$ cat src/rtl/div_bcd_conv.sv
// Sequential binary-to-packed-BCD converter (double dabble), one input bit per clock.
// Accepts a value from the divider on start and pulses done with the digits and significant digit count.
module div_bcd_conv #(
  parameter int WIDTH  = 32,
  parameter int DIGITS = 10
) (
  input  logic                  clk,
  input  logic                  rst_n,
  input  logic                  start,
  input  logic [WIDTH-1:0]      bin_in,
  output logic                  busy,
  output logic                  done,
  output logic [4*DIGITS-1:0]   bcd_out,
  output logic [3:0]            ndigits
);

  localparam int CW = (WIDTH > 1) ? $clog2(WIDTH) : 1;

  typedef enum logic [1:0] {
    ST_IDLE,
    ST_SHIFT,
    ST_DONE
  } state_t;

  state_t              state, state_next;
  logic [WIDTH-1:0]    bin_sr;
  logic [4*DIGITS-1:0] bcd_sr;
  logic [4*DIGITS-1:0] bcd_adj;
  logic [4*DIGITS-1:0] bcd_next;
  logic [CW-1:0]       cnt;
  logic                last_shift;
  logic [3:0]          nd_next;

  // State register.
  always_ff @(posedge clk or negedge rst_n) begin
    if (!rst_n) begin
      state <= ST_IDLE;
    end else begin
      state <= state_next;
    end
  end

  assign last_shift = (cnt == CW'(WIDTH - 1));

  always_comb begin
    state_next = state;
    case (state)
      ST_IDLE:  if (start) state_next = ST_SHIFT;
      ST_SHIFT: if (last_shift) state_next = ST_DONE;
      ST_DONE:  state_next = ST_IDLE;
      default:  state_next = ST_IDLE;
    endcase
  end

  assign busy = (state != ST_IDLE);
  assign done = (state == ST_DONE);

  // Add-3 is applied per digit with no carry between digits; sizing keeps every digit below 16.
  always_comb begin
    bcd_adj = bcd_sr;
    for (int i = 0; i < DIGITS; i++) begin
      if (bcd_sr[4*i +: 4] >= 4'd5) begin
        bcd_adj[4*i +: 4] = bcd_sr[4*i +: 4] + 4'd3;
      end
    end
  end

  assign bcd_next = {bcd_adj[4*DIGITS-2:0], bin_sr[WIDTH-1]};

  // Significant digit count of the value about to be published; zero still counts as one digit.
  always_comb begin
    nd_next = 4'd1;
    for (int i = 0; i < DIGITS; i++) begin
      if (bcd_next[4*i +: 4] != 4'd0) begin
        nd_next = 4'(i + 1);
      end
    end
  end

  always_ff @(posedge clk or negedge rst_n) begin
    if (!rst_n) begin
      bin_sr  <= '0;
      bcd_sr  <= '0;
      cnt     <= '0;
      bcd_out <= '0;
      ndigits <= '0;
    end else begin
      case (state)
        ST_IDLE: begin
          if (start) begin
            bin_sr <= bin_in;
            bcd_sr <= '0;
            cnt    <= '0;
          end
        end
        ST_SHIFT: begin
          bcd_sr <= bcd_next;
          bin_sr <= {bin_sr[WIDTH-2:0], 1'b0};
          cnt    <= cnt + CW'(1);
          if (last_shift) begin
            bcd_out <= bcd_next;
            ndigits <= nd_next;
          end
        end
        default: ;
      endcase
    end
  end

endmodule

$ cat config.mk
export PLATFORM = sky130hd
export DESIGN_NAME = div_bcd_conv
export DESIGN_NICKNAME = d
export VERILOG_FILES = /design/src/rtl/div_bcd_conv.sv
export SDC_FILE = /design/constraint.sdc
export NUM_CORES = 1
export LEC_CHECK = 0
export ABC_AREA = 1
export BUFFER_PORTS_ARGS = -buffer_cell sky130_fd_sc_hd__buf_2
export CORE_MARGIN = 5
export CORE_UTILIZATION = 55
export CTS_CLUSTER_SIZE = 24
export DETAILED_ROUTE_END_ITERATION = 10
export PLACE_DENSITY = 0.81
export SYNTH_ARGS = -nofsm -noshare
export SYNTH_HDL_FRONTEND = slang
export SYNTH_SLANG_ARGS = --single-unit
$ cat constraint.sdc
create_clock -name clk -period 2.1 [get_ports clk]
set_clock_uncertainty 0.05 [all_clocks]
set_input_delay 0.21 -clock clk [delete_from_list [all_inputs] [get_ports clk]]
set_output_delay 0.21 -clock clk [all_outputs]
set_load 0.02 [all_outputs]
==> impl_results.md <==
* Status: complete, no violations
* Area post-placement at 6570 µm²
* CTS tree: yes
* Final wirelength at 15.2 mm
* Largest net degree at the start of global routing at 52
* Final ANT Viol Nets at 0
* Routed wire length per instance at 15.9 µm
* Io pins at 81
* Port Buf Inserts at 80
* P per Cell Area at 1830 nW/µm²
* Fmax at 503 MHz
* Fin area at 7530 µm²
* Post-Synth Adder-Cell Area at 0.0465
* Vias in the first global route at 5330
* Worst-Skew Late Latency at 0.52 ns
* Pre-Repair DR Iteration Count at 7
* Crit Path Category: register to register
* Yosys reg bits at 123
* Synth top cells by count: nand2_1 (170), dfrtp_1 (123), o21ai_0 (83)
* Layout Utilization at 0.723
* Starting Density at 0.568
* Ys async rst share at 1.00
* Count leader, synth: nand2_1
* DIE AREA at 12900 µm²
* GRT overflow at 0
* N_diodes at 0
* H-tree depth at 4
* Peak supply drop at 0.00103 V
* Compound-Gate Fraction of Synth Area at 0.152
* Post-synth EDFFs at 0
* Final Max Slew Viols at 0
* Remaining DRCs at 0
* Final nets at 863
* Hold WS at 0.165 ns
* Area growth syn-to-layout at 27.3%
* WP data required at 2.46 ns
* DR iter-0 viols at 382
* Core area at 10400 µm²
* Synth top area share at 0.520
* Arrival @ worst endpoint at 2.35 ns
* Detailed placer's ending HPWL at 9.64 mm
* Synth area leaders: dfrtp_1 (52%), nand2_1 (11%), o21ai_0 (7.0%)
* Setup violators final at 0
* Die width at 114 µm
* Root Buffer: clkbuf_8
* Post-synthesis mux area share at 0
* Crit start category: register
* Worst Setup End Kind: register
* Crit-path cells: inv_1, ha_2, inv_1, nand2_1, nand3_2, a21boi_1, nor4_2, buf_4, inv_1, nor2_4, nand2_1, o21ai_1, inv_1
* Worst path max stage delay at 0.39 ns
* Post-Synthesis Cell Area at 5920 µm²
* Largest area contributor in the netlist: dfrtp_1
* CP max-delay cell: dfrtp_1
* Row count at 37
* Final setup margin at 0.113 ns
* Post-Place Worst Slack at 0.0956 ns
* Worst-path fanout max at 4
* DR vias/cell at 5.55
* Sink Count at 123
* Crit path time final at 1.99 ns
* Xor-xnor portion of the synthesized cell area at 0.0192
* Syn Nets at 740
* Fin. Hold Viols at 0
* Layout cells sized above 1 at 0.198
* Setup total negative slack at 0 ns
* Die height at 114 µm
* RSZ-0062 raised after global routing: yes
* Synth Flop Type: dfrtp_1
* GR Util All Layers at 0.241
* Clock-pin slew on the worst setup and hold paths at 0.05 ns
* Vias at 5298
* Most used cell, CP: inv_1
* Worst-Margin Slew at 0.533 ns
* HP Class: input port to asynchronous set/reset pin
* Routability Congestion at 0.854
* Synth warn at 0
* Sequential-to-total area share from yosys stat at 0.520
* Static Leak at 3.84 nW
* First-pass GRT wire length at 24.9 mm
* Largest family of logic cells by synthesized area: simple AND/OR/NAND/NOR gates
* Synth Area in Simple Gates at 0.189
* Syn Inst Count at 683
* Syn avg cell area at 8.66 µm²
* Final period util at 0.946
* CTS buffer count at 17
* Max-slew headroom at 0.645
* Cell variety after synth at 34
* # Max-Cap Violations at 0
* Longest Clk Path Bufs at 2
* Initial antenna violation count at 0
-- critical path: cells and delay by family (launching register included) --
kind | cells | cell delay (ns)
and+or+nand+nor | 5 | 0.57
buffers and inverters | 5 | 0.42
DFF | 1 | 0.39
AOI/OAI and AO/OA | 2 | 0.24
adders and majority gates | 1 | 0.20
-- routing by layer --
layer | up-vias | part of all wire | global-route usage
met3 | 31 | 0.056 | 0.0568
li1 | 2501 | - | -
met4 | 0 | 0.021 | 0.0913
met1 | 2571 | 0.41 | 0.287
met2 | 195 | 0.52 | 0.424
met5 | - | 0 | 0
-- per-stage QoR --
step           std cells  total power [mW]
2_1_floorplan        683              8.66
3_3_place_gp         886              10.2
3_5_place_dp         886              10.6
4_1_cts              951              13.6
5_1_grt              954              14.8
6_report             954              13.8
-- state kept, by name (all words and copies together), names as in the netlist --
register,flops
bin_sr,32
state,2
bcd_out,40
bcd_sr,40
cnt,5
ndigits,4
-- worst paths after layout --
path / start / to / slack (ns) / cells after the start
min in group clk: bin_in[9] / bin_sr[9] / 0.41 / 4
worst min register to register: bcd_out[23] / bcd_out[23] / 0.43 / 2
worst min-delay path: rst_n / bcd_out[34] / 0.17 / 2
worst max register to register: bcd_sr[29] / ndigits[3] / 0.11 / 13
worst max-delay path: bcd_sr[29] / ndigits[3] / 0.11 / 13
max in group asynchronous: rst_n / bcd_out[37] / 1.22 / 3
-- placed cells by master (no fill, tap or decap), drive strengths merged, types with 2 or more instances in the layout --
master / count
a21boi: 2
a21oi: 6
a22o: 2
a22oi: 19
and2: 2
buf: 99
bufinv: 3
clkbuf: 22
clkinv: 7
dfrtp: 123
dlygate4sd3: 34
ha: 22
inv: 83
nand2: 174
nand3: 47
nand4: 4
nor2: 28
o211ai: 5
o21ai: 90
o22ai: 31
or2: 3
xor2: 10
-- cells by family after synthesis --
logic type | after synthesis
AND/OR/NAND/NOR | 259
AO/OA/AOI/OAI | 156
flip-flops | 123
buffers and inverters | 113
adder cells (fa/ha/maj) | 22
XOR/XNOR | 10
-- report_power, final --
part	internal, mW	switching (mW)	leakage, nW
sequential	3.54	0.731	1.50
clock	1.85	1.00	0.288
combinational	2.33	4.31	2.06
-- repair_timing --
action / 4_1_cts / 5_1_grt
setup endpoints to repair: 0 / 4
hold buffers: 34 / 0
endpoints found under the hold margin: 69 / 0
resized for setup: 0 / 15
setup buffers: 0 / 3
-- cell type report --
class | instances | area (µm²)
clock inverter | 9 | 120
clock buffer | 22 | 453
tap | 136 | 170
sequential | 123 | 3080
fill | 682 | 2890
multi-input combinational | 447 | 2430
timing repair buffer | 133 | 961
inverter | 84 | 315
(Power assumes the default switching activity.)
